==> src/rtl/dll_cal_pkg.sv <==
// Shared types and constants for the DLL tap calibrator.
package dll_cal_pkg;

    localparam int TAP_W = 8;
    localparam logic [TAP_W-1:0] TAP_MIN = 8'd1;
    localparam logic [TAP_W-1:0] TAP_MAX = 8'd255;

    typedef enum logic [2:0] {
        IDLE   = 3'd0,
        SETTLE = 3'd1,
        SAMPLE = 3'd2,
        DECIDE = 3'd3,
        LOCKED = 3'd4,
        TRACK  = 3'd5
    } cal_state_e;

    function automatic logic [TAP_W-1:0] half_tap(input logic [TAP_W-1:0] tap);
        return {1'b0, tap[TAP_W-1:1]};
    endfunction

endpackage

==> src/rtl/dll_pd_filter.sv <==
// Phase-detector front end: 2-flop synchronizer and a SAMPLE_NUM-long voting window.
module dll_pd_filter #(
    parameter int SAMPLE_NUM = 4
) (
    input  logic i_clk,
    input  logic i_rst_n,
    input  logic i_pd_late,
    input  logic i_win_start,
    output logic o_done,
    output logic o_all_late,
    output logic o_all_early
);

    localparam logic [3:0] LAST_IDX = 4'(SAMPLE_NUM - 1);

    logic       sync1_r;
    logic       sync2_r;
    logic       pd_s;
    logic       active_r;
    logic [3:0] cnt_r;
    logic       late_acc_r;
    logic       early_acc_r;
    logic       all_late_r;
    logic       all_early_r;
    logic       last_s;

    assign pd_s   = sync2_r;
    assign last_s = active_r && (cnt_r == LAST_IDX);

    // Synchronize the asynchronous phase-detector output.
    always_ff @(posedge i_clk or negedge i_rst_n) begin
        if (!i_rst_n) begin
            sync1_r <= 1'b0;
            sync2_r <= 1'b0;
        end else begin
            sync1_r <= i_pd_late;
            sync2_r <= sync1_r;
        end
    end

    // Window starts the cycle after the strobe; verdict registers on the last sample.
    always_ff @(posedge i_clk or negedge i_rst_n) begin
        if (!i_rst_n) begin
            active_r    <= 1'b0;
            cnt_r       <= 4'd0;
            late_acc_r  <= 1'b0;
            early_acc_r <= 1'b0;
            all_late_r  <= 1'b0;
            all_early_r <= 1'b0;
        end else if (i_win_start) begin
            active_r    <= 1'b1;
            cnt_r       <= 4'd0;
            late_acc_r  <= 1'b1;
            early_acc_r <= 1'b1;
        end else if (active_r) begin
            if (last_s) begin
                active_r    <= 1'b0;
                cnt_r       <= 4'd0;
                all_late_r  <= late_acc_r & pd_s;
                all_early_r <= early_acc_r & ~pd_s;
            end else begin
                cnt_r       <= cnt_r + 4'd1;
                late_acc_r  <= late_acc_r & pd_s;
                early_acc_r <= early_acc_r & ~pd_s;
            end
        end
    end

    assign o_done      = last_s;
    assign o_all_late  = all_late_r;
    assign o_all_early = all_early_r;

endmodule

==> src/rtl/dll_tap_calibrator.sv <==
// Master-DLL tap sweep / lock controller. Optional lock tracking under DLL_TRACK_EN.
module dll_tap_calibrator
    import dll_cal_pkg::*;
#(
    parameter int SETTLE_CYCLES = 8,
    parameter int SAMPLE_NUM    = 4,
    parameter int INIT_TAP      = 1
`ifdef DLL_TRACK_EN
    ,
    parameter int TRACK_PERIOD  = 256
`endif
) (
    input  logic             i_clk,
    input  logic             i_rst_n,
    input  logic             i_start,
    input  logic             i_pd_late,
    output logic [TAP_W-1:0] o_sel_index,
    output logic [TAP_W-1:0] o_half_index,
    output logic             o_busy,
    output logic             o_lock,
    output logic             o_err
);

    localparam logic [TAP_W-1:0] INIT_TAP_L  = TAP_W'(INIT_TAP);
    localparam logic [7:0]       SETTLE_LAST = 8'(SETTLE_CYCLES - 1);

    cal_state_e       state_r, state_n_s;
    logic [TAP_W-1:0] tap_r, tap_n_s;
    logic [7:0]       settle_cnt_r, settle_cnt_n_s;
    logic             busy_r, busy_n_s;
    logic             lock_r, lock_n_s;
    logic             err_r, err_n_s;
    logic             win_start_s;
    logic             done_s;
    logic             all_late_s;
    logic             start_ok_s;
`ifdef DLL_TRACK_EN
    localparam int TCW = (TRACK_PERIOD > 1) ? $clog2(TRACK_PERIOD) : 1;
    localparam logic [TCW-1:0] TRACK_LAST = TCW'(TRACK_PERIOD - 1);

    logic           all_early_s;
    logic [TCW-1:0] track_cnt_r, track_cnt_n_s;
    logic [7:0]     holdoff_r, holdoff_n_s;
    logic           apply_r, apply_n_s;
`endif

    dll_pd_filter #(
        .SAMPLE_NUM(SAMPLE_NUM)
    ) u_pd_filter (
        .i_clk      (i_clk),
        .i_rst_n    (i_rst_n),
        .i_pd_late  (i_pd_late),
        .i_win_start(win_start_s),
        .o_done     (done_s),
        .o_all_late (all_late_s),
`ifdef DLL_TRACK_EN
        .o_all_early(all_early_s)
`else
        .o_all_early()
`endif
    );

    assign start_ok_s = i_start && !busy_r;

    // Next-state, tap and status logic.
    always_comb begin
        state_n_s      = state_r;
        tap_n_s        = tap_r;
        settle_cnt_n_s = settle_cnt_r;
        busy_n_s       = busy_r;
        lock_n_s       = lock_r;
        err_n_s        = err_r;
        win_start_s    = 1'b0;
`ifdef DLL_TRACK_EN
        track_cnt_n_s  = track_cnt_r;
        holdoff_n_s    = holdoff_r;
        apply_n_s      = apply_r;
`endif
        if (start_ok_s) begin
            state_n_s      = SETTLE;
            tap_n_s        = INIT_TAP_L;
            settle_cnt_n_s = 8'd0;
            busy_n_s       = 1'b1;
            lock_n_s       = 1'b0;
            err_n_s        = 1'b0;
`ifdef DLL_TRACK_EN
            track_cnt_n_s  = '0;
            holdoff_n_s    = 8'd0;
            apply_n_s      = 1'b0;
`endif
        end else begin
            case (state_r)
                IDLE: state_n_s = IDLE;
                SETTLE: begin
                    if (settle_cnt_r == SETTLE_LAST) begin
                        settle_cnt_n_s = 8'd0;
                        win_start_s    = 1'b1;
                        state_n_s      = SAMPLE;
                    end else begin
                        settle_cnt_n_s = settle_cnt_r + 8'd1;
                    end
                end
                SAMPLE: begin
                    if (done_s) begin
                        state_n_s = DECIDE;
                    end else begin
                        state_n_s = SAMPLE;
                    end
                end
                DECIDE: begin
                    if (all_late_s) begin
                        state_n_s = LOCKED;
                        lock_n_s  = 1'b1;
                        busy_n_s  = 1'b0;
`ifdef DLL_TRACK_EN
                        track_cnt_n_s = '0;
                        holdoff_n_s   = 8'd0;
                        apply_n_s     = 1'b0;
`endif
                    end else if (tap_r < TAP_MAX) begin
                        tap_n_s   = tap_r + 8'd1;
                        state_n_s = SETTLE;
                    end else begin
                        err_n_s   = 1'b1;
                        busy_n_s  = 1'b0;
                        state_n_s = IDLE;
                    end
                end
`ifdef DLL_TRACK_EN
                LOCKED: begin
                    track_cnt_n_s = (track_cnt_r == TRACK_LAST) ? '0 : track_cnt_r + 1'b1;
                    if (apply_r) begin
                        // Verdict from the window that just closed in TRACK.
                        apply_n_s = 1'b0;
                        if (all_late_s && (tap_r > TAP_MIN)) begin
                            tap_n_s     = tap_r - 8'd1;
                            holdoff_n_s = 8'(SETTLE_CYCLES);
                        end else if (all_early_s && (tap_r < TAP_MAX)) begin
                            tap_n_s     = tap_r + 8'd1;
                            holdoff_n_s = 8'(SETTLE_CYCLES);
                        end else begin
                            tap_n_s = tap_r;
                        end
                    end else if (holdoff_r != 8'd0) begin
                        holdoff_n_s = holdoff_r - 8'd1;
                    end else if (track_cnt_r == TRACK_LAST) begin
                        win_start_s = 1'b1;
                        state_n_s   = TRACK;
                    end else begin
                        state_n_s = LOCKED;
                    end
                end
                TRACK: begin
                    track_cnt_n_s = (track_cnt_r == TRACK_LAST) ? '0 : track_cnt_r + 1'b1;
                    if (done_s) begin
                        apply_n_s = 1'b1;
                        state_n_s = LOCKED;
                    end else begin
                        state_n_s = TRACK;
                    end
                end
`else
                LOCKED: state_n_s = LOCKED;
`endif
                default: state_n_s = IDLE;
            endcase
        end
    end

    // State and output registers.
    always_ff @(posedge i_clk or negedge i_rst_n) begin
        if (!i_rst_n) begin
            state_r      <= IDLE;
            tap_r        <= INIT_TAP_L;
            settle_cnt_r <= 8'd0;
            busy_r       <= 1'b0;
            lock_r       <= 1'b0;
            err_r        <= 1'b0;
`ifdef DLL_TRACK_EN
            track_cnt_r  <= '0;
            holdoff_r    <= 8'd0;
            apply_r      <= 1'b0;
`endif
        end else begin
            state_r      <= state_n_s;
            tap_r        <= tap_n_s;
            settle_cnt_r <= settle_cnt_n_s;
            busy_r       <= busy_n_s;
            lock_r       <= lock_n_s;
            err_r        <= err_n_s;
`ifdef DLL_TRACK_EN
            track_cnt_r  <= track_cnt_n_s;
            holdoff_r    <= holdoff_n_s;
            apply_r      <= apply_n_s;
`endif
        end
    end

    assign o_sel_index  = tap_r;
    assign o_half_index = half_tap(tap_r);
    assign o_busy       = busy_r;
    assign o_lock       = lock_r;
    assign o_err        = err_r;

endmodule

==> config.mk <==
export PLATFORM = sky130hd
export DESIGN_NAME = dll_tap_calibrator
export DESIGN_NICKNAME = d
export VERILOG_FILES = /design/src/rtl/dll_cal_pkg.sv /design/src/rtl/dll_pd_filter.sv /design/src/rtl/dll_tap_calibrator.sv
export SDC_FILE = /design/constraint.sdc
export NUM_CORES = 1
export LEC_CHECK = 0
export ABC_AREA = 1
export CAP_MARGIN = 20
export CORE_MARGIN = 3
export CORE_UTILIZATION = 55
export DETAILED_ROUTE_END_ITERATION = 8
export PLACE_DENSITY = 0.8
export REMOVE_ABC_BUFFERS = 1
export SLEW_MARGIN = 20
export SYNTH_ARGS = -nofsm -noshare
export SYNTH_HDL_FRONTEND = slang
export SYNTH_SLANG_ARGS = --single-unit
==> constraint.sdc <==
create_clock -name i_clk -period 3.94 [get_ports i_clk]
set_input_delay 0.394 -clock i_clk [delete_from_list [all_inputs] [get_ports i_clk]]
set_output_delay 0.394 -clock i_clk [all_outputs]
set_load 0.005 [all_outputs]
==> results of run 1 <==
[final cells by class]
type | instances | area (um^2) | share of cell area (%)
multi-input cells | 149 | 733.2 | 37.64
well taps | 31 | 38.79 | 1.991
flip-flops and latches | 31 | 777.0 | 39.88
clock buffers | 8 | 68.82 | 3.532
inverters | 30 | 112.6 | 5.780
repair buffers | 22 | 217.7 | 11.18
[flip-flops by register name, indices dropped and copies added, names as in the netlist]
name and flops:
o_sel_index 8, settle_cnt_r 8, u_pd_filter.cnt_r 4, state_r 3
o_busy 1, o_err 1, o_lock 1, u_pd_filter.active_r 1
u_pd_filter.late_acc_r 1, u_pd_filter.o_all_late 1, u_pd_filter.pd_s 1, u_pd_filter.sync1_r 1
[how the worst max path moves through the flow]
stage / slack (ns) / depth (start not counted) / startpoint / endpoint
after floorplan: 2.37 / 6 / o_sel_index[0]$_DFFE_PN1P_ / o_sel_index[5]$_DFFE_PN0P_
after global placement: 1.94 / 7 / i_start / o_sel_index[5]$_DFFE_PN0P_
after detailed placement: 1.90 / 7 / i_start / o_sel_index[5]$_DFFE_PN0P_
after CTS: 2.09 / 1 / o_sel_index[0]$_DFFE_PN1P_ / o_sel_index[0]
after global routing: 2.00 / 6 / o_sel_index[0]$_DFFE_PN1P_ / o_sel_index[5]$_DFFE_PN0P_
final: 2.12 / 1 / o_sel_index[0]$_DFFE_PN1P_ / o_sel_index[0]
[per-layer routing]
metal | vias to the layer above | global-route usage (%) | wire, um
li1 | 735 | - | -
met1 | 661 | 26.16 | 1518
met2 | 26 | 30.49 | 1562
met3 | 5 | 6.918 | 127
met4 | 0 | 6.667 | 33
met5 | - | 0 | 0
[placed cells by master, fill, tap and decap left out, types with 3 or more instances in the layout]
| cell | instances |
|---|---|
| nand2_1 | 61 |
| o21ai_0 | 11 |
| clkbuf_4 | 5 |
| nor2_1 | 16 |
| nor2_4 | 3 |
| clkdlybuf4s50_1 | 21 |
| o21ai_2 | 3 |
| inv_1 | 30 |
| nand4_1 | 5 |
| nand3_1 | 27 |
| xor2_1 | 3 |
| ha_1 | 3 |
| dfrtp_1 | 30 |
| a21oi_1 | 7 |
[power breakdown]
part,internal (mW),switching (mW)
Sequential,0.389,0.0794
Clock,0.105,0.109
Combinational,0.140,0.160
Total,0.634,0.348
[cells by family (layout without fill, tap and decap cells)]
family / Yosys count / in the layout / synth area share, %
flip-flops: 31 / 31 / 45.56
other: 1 / 1 / 0.2199
AND/OR/NAND/NOR: 116 / 116 / 30.37
adder cells (fa/ha/maj): 3 / 3 / 2.201
XOR/XNOR: 3 / 3 / 1.541
buffers and inverters: 40 / 60 / 11.45
AO/OA/AOI/OAI: 26 / 26 / 8.658
[synthesized netlist by cell type (5+ instances only)]
master,n
a21oi_1,7
nor2_1,16
o21ai_0,11
nand3_1,27
nand2_1,61
buf_4,8
dfrtp_1,30
inv_1,30
nand4_1,5
[through the flow]
| stage | hold WS [ns] | instance area, um^2 | cells |
|---|---|---|---|
| detailed placement | 0.3373 | 1879 | 263 |
| finish | 0.3555 | 1948 | 271 |
| CTS | 0.3591 | 1948 | 271 |
| global placement | 0.3340 | 1879 | 263 |
| global route | 0.3785 | 1948 | 271 |
| floorplan | 0.09841 | 1623 | 210 |
[worst reg2reg max path, stage by stage, from the launching register on]
cell and delay [ns]:
dfstp_2 0.58, ha_1 0.24, nand2_1 0.13, nor2_4 0.14, nand3_1 0.07, nand2_1 0.35
o21ai_0 0.16
==> flow_summary_export.csv, run 1 <==
group,metric,value,unit
global_route,grt_use_total,19.83,%
route,drc,0,
placed_design,gp_congestion,0.8094,
timing,final_max_slew_viol_count,0,
setup_path,ff2ff_setup_slack,2.15,ns
floorplan,coreArea,2853,um^2
route,firstDrtPassIters,4,
synthesis,netlist_area,1705,um^2
global_route,grt_pass1_wl,5430,um
setup_path,r2r_end,"o_sel_index[5]$_DFFE_PN0P_",
timing,rsz0062_at_grt,"false",
min_path,worstHoldStart,"u_pd_filter.sync1_r$_DFF_PN0_",
power,powerDensity,503.8,nW/um^2
floorplan,initial_core_util,59.78,%
setup_path,end_kind,"primary output",
route,wl,3242,um
clock_tree,clk_pin_slew,0.09,ns
timing,fin_setup_tns,0,ns
synthesis,yosys.area.top_type,"dfrtp_1",
job,cap_violations,0,
timing,min_period,1.824,ns
timing,setup_violations,0,
synthesis,yosysWarnings,0,
min_path,hp-class,"flop to flop",
finish,drive_gt1_share,7.500,%
setup_path,crit_buf_inv,1,
finish,area_growth,14.23,%
power,irDropWorstVdd,369.6,uV
timing,timing.fmax,0.5483,GHz
clock_tree,cts_resized,0,
global_route,grt_antenna_before_repair,0,
clock_tree,clk_latency,0.34,ns
synthesis,ys_seq_area_share,45.56,%
timing,skew,0.005909,ns
setup_path,reg2reg_from,"o_sel_index[0]$_DFFE_PN1P_",
setup_path,cp.required,3.55,ns
global_route,grt_max_degree,21,
setup_path,worstPathArrival,1.43,ns
synthesis,ys_types,23,
floorplan,die_area,3805,um^2
finish,num_antenna_cells,0,
setup_path,criticalPathCategory,"flop to primary output",
global_route,overflow,0,
placed_design,port_buffers,21,
synthesis,async_reset_ff_share,100.0,%
clock_tree,cts.sinks,31,
clock_tree,numCtsBuffers,5,
timing,worst_slack,2.116,ns
route,ant_nets,0,
setup_path,cpMaxStageDelayCell,"dfstp_2",
synthesis,syn-instance-count,220,
finish,final_nets,246,
outcome,outcome,"finished clean",
floorplan,boundaryPins,23,
clock_tree,cts_setup_buffers,0,
setup_path,startpoint_type,"flop",
power,static-leakage-power,0.9726,nW
min_path,min_to,"u_pd_filter.pd_s$_DFF_PN0_",
timing,slew_headroom,42.12,%
placed_design,place_hpwl,2389,um
route,vias_per_cell,5.266,
route,wl_per_cell,11.96,um
clock_tree,hold_buffers,0,
route,via_count,1427,
finish,final_util,68.29,%
route,first_iter_violations,56,
setup_path,max_stage_delay,0.58,ns
setup_path,cp_cell_sequence,"clkdlybuf4s50_1",
setup_path,worstPathMaxFanout,5,
synthesis,ys.flop_type,"dfrtp_1",
clock_tree,clk_path_buf_depth,2,
timing,period_share,46.29,%
synthesis,ys_seq_elements,31,
finish,fill_cells,242,
setup_path,r2r_cells,6,
floorplan,rows,19,
synthesis,avgSynthCellArea,7.752,um^2
floorplan,dieHeight,61.69,um
placed_design,dp_slack,1.902,ns
synthesis,synth_edf_count,0,
global_route,grt_pass1_vias,1251,
synthesis,synth.top_cell.area_share,44.02,%
timing,finalHoldViolCount,0,
clock_tree,cts_root_buf,"clkbuf_4",
power,p_total,0.9815,mW
setup_path,crit_family,"flip-flops",
timing,worst_pin_slew,0.8655,ns
clock_tree,cts_tree,"built",
min_path,worst_hold_path.num_cells,0,
clock_tree,cts_max_level,2,
floorplan,die_w,61.69,um
synthesis,synth_area_leaders,"dfrtp_1 (44%), nand2_1 (13%), nand3_1 (7.9%)",
No activity file was read; power rests on OpenSTA's default activity.
==> inputs of run 2 (changes only) <==
CORE_UTILIZATION = 49   (was 55)
PLACE_DENSITY = 0.75   (was 0.8)
clock period = 1.55 ns   (was 3.94 ns; I/O delays follow)
==> run 2 against run 1 <==
  * Register-to-register slack got worse by 2.1 ns
  * Sequential cell count did not move
  * Clock power rose by 130%
  * Critical path depth rose by 1
  * Clock-buffer cell count fell by 2
  * Total power rose to 2.7 times the previous value
  * Hold slack got worse by 0.16 ns
  * Global-route usage fell by 1.6 points
  * Final area rose by 6.8%
==> flow_summary_export.csv, run 2 (synthesis results as in run 1) <==
group,metric,value,unit
placed_design,place_hpwl,2407,um
finish,multiInputGateArea,743.2,um^2
power,irDropWorstVdd,672.4,uV
clock_tree,cts_tree,"built",
timing,min_period,1.493,ns
route,firstDrtPassIters,4,
route,ant_nets,0,
floorplan,dieHeight,65.00,um
global_route,grt_antenna_before_repair,0,
placed_design,place_inst,288,
floorplan,boundaryPins,23,
finish,num_antenna_cells,0,
route,wl_per_cell,11.30,um
floorplan,rows,20,
placed_design,gp_congestion,0.7815,
setup_path,r2r_cells,7,
global_route,grt_pass1_vias,1287,
floorplan,die_w,65.00,um
route,vias_per_cell,4.819,
finish,area_growth,22.01,%
finish,final_nets,261,
clock_tree,clk_pin_slew,0.10,ns
timing,final_max_slew_viol_count,0,
setup_path,cpMaxStageDelayCell,"clkdlybuf4s50_1",
finish,drive_gt1_share,14.96,%
outcome,outcome,"finished clean",
global_route,overflow,0,
timing,skew,0.01317,ns
route,via_count,1436,
timing,period_share,96.35,%
setup_path,cp_num_cells,2,
clock_tree,cts_root_buf,"clkbuf_4",
clock_tree,clk_path_buf_depth,2,
placed_design,dp_slack,-0.02082,ns
clock_tree,hold_buffers,0,
finish,finalNonFillerCells,298,
route,wl_met3,145,um
finish,fill_cells,280,
global_route,grt_max_degree,32,
power,powerDensity,1256,nW/um^2
finish,final_common_cell,"nand2_1",
placed_design,port_buffers,21,
timing,finalHoldViolCount,0,
setup_path,criticalPathCategory,"flop to primary output",
finish,mostFrequentLayoutCells,"nand2_1 (59), inv_1 (30), dfrtp_1 (29)",
setup_path,cp.required,1.39,ns
finish,final_util,65.47,%
floorplan,initial_core_util,53.66,%
setup_path,end_kind,"primary output",
route,wl,3368,um
timing,rsz0062_at_grt,"true",
min_path,hp-class,"primary input to asynchronous set/reset pin",
setup_path,max_stage_delay,0.52,ns
timing,worst_slack,0.05662,ns
timing,setup_violations,0,
floorplan,coreArea,3178,um^2
job,cap_violations,0,
finish,seqCellArea,778.2,um^2
setup_path,cp_cell_sequence,"buf_4, clkdlybuf4s50_1",
setup_path,worstPathMaxFanout,5,
clock_tree,numCtsBuffers,5,
route,first_iter_violations,130,
setup_path,crit_buf_inv,2,
clock_tree,clk_latency,0.34,ns
route,drc,0,
setup_path,startpoint_type,"flop",
route,dr.max_layer_used,"met4",
timing,timing.fmax,0.6696,GHz
route,wl_met2,1447,um
clock_tree,cts_max_level,2,
setup_path,worstPathArrival,1.34,ns
global_route,grt_use_total,18.25,%
power,static-leakage-power,1.056,nW
global_route,grt_pass1_wl,5871,um
route,wl_met1,1709,um
floorplan,die_area,4224,um^2
clock_tree,cts.sinks,31,
setup_path,crit_family,"buffers and inverters",
## run 2: report_power, final
| part | switching, mW | internal [mW] | total, mW |
|---|---|---|---|
| sequential | 0.148 | 0.988 | 1.14 |
| combinational | 0.505 | 0.484 | 0.989 |
| clock | 0.279 | 0.210 | 0.489 |
| total | 0.932 | 1.68 | 2.61 |
## run 2: area by class of cell
type	instances	area share [%]
clock inverter	1	0.2405
multi-input combinational	149	35.72
sequential	31	37.40
tap	44	2.646
inverter	30	5.412
clock buffer	6	2.465
timing repair buffer	37	16.12
## run 2: path summary, 6_finish.rpt
path | end | start | slack, ns
worst max register to register | state_r[0]$_DFFE_PN0P_ | o_sel_index[0]$_DFFE_PN1P_ | 0.09
worst max-delay path | o_sel_index[1] | o_sel_index[1]$_DFFE_PN0P_ | 0.06
worst min-delay path | state_r[0]$_DFFE_PN0P_ | i_rst_n | 0.19
worst min register to register | u_pd_filter.pd_s$_DFF_PN0_ | u_pd_filter.sync1_r$_DFF_PN0_ | 0.36
min in group i_clk | u_pd_filter.sync1_r$_DFF_PN0_ | i_pd_late | 0.25
max in group asynchronous | o_sel_index[0]$_DFFE_PN1P_ | i_rst_n | 1.03
## run 2: timing repair
item | in CTS | in global routing
setup buffers | 0 | 3
resized for setup | 1 | 7
gates cloned | 0 | 0
setup endpoints to repair | 1 | 22
## run 2: per-layer routing
metal	up-vias	GRT usage, %
li1	762	-
met1	644	25.61
met2	25	25.54
met3	5	5.719
met4	0	8.179
met5	-	0
## run 2: metrics by stage
step                      power (mW)  instance area (um^2)  TNS [ns]  hold WS (ns)
after floorplan                1.631                  1623  -0.01555       -0.1406
after global placement         2.050                  1986         0        0.3370
after detailed placement       2.069                  1986  -0.04708        0.3428
after CTS                      2.565                  2041         0        0.1949
after global routing           2.833                  2081   -0.1277        0.2213
final                          2.613                  2081         0        0.1946
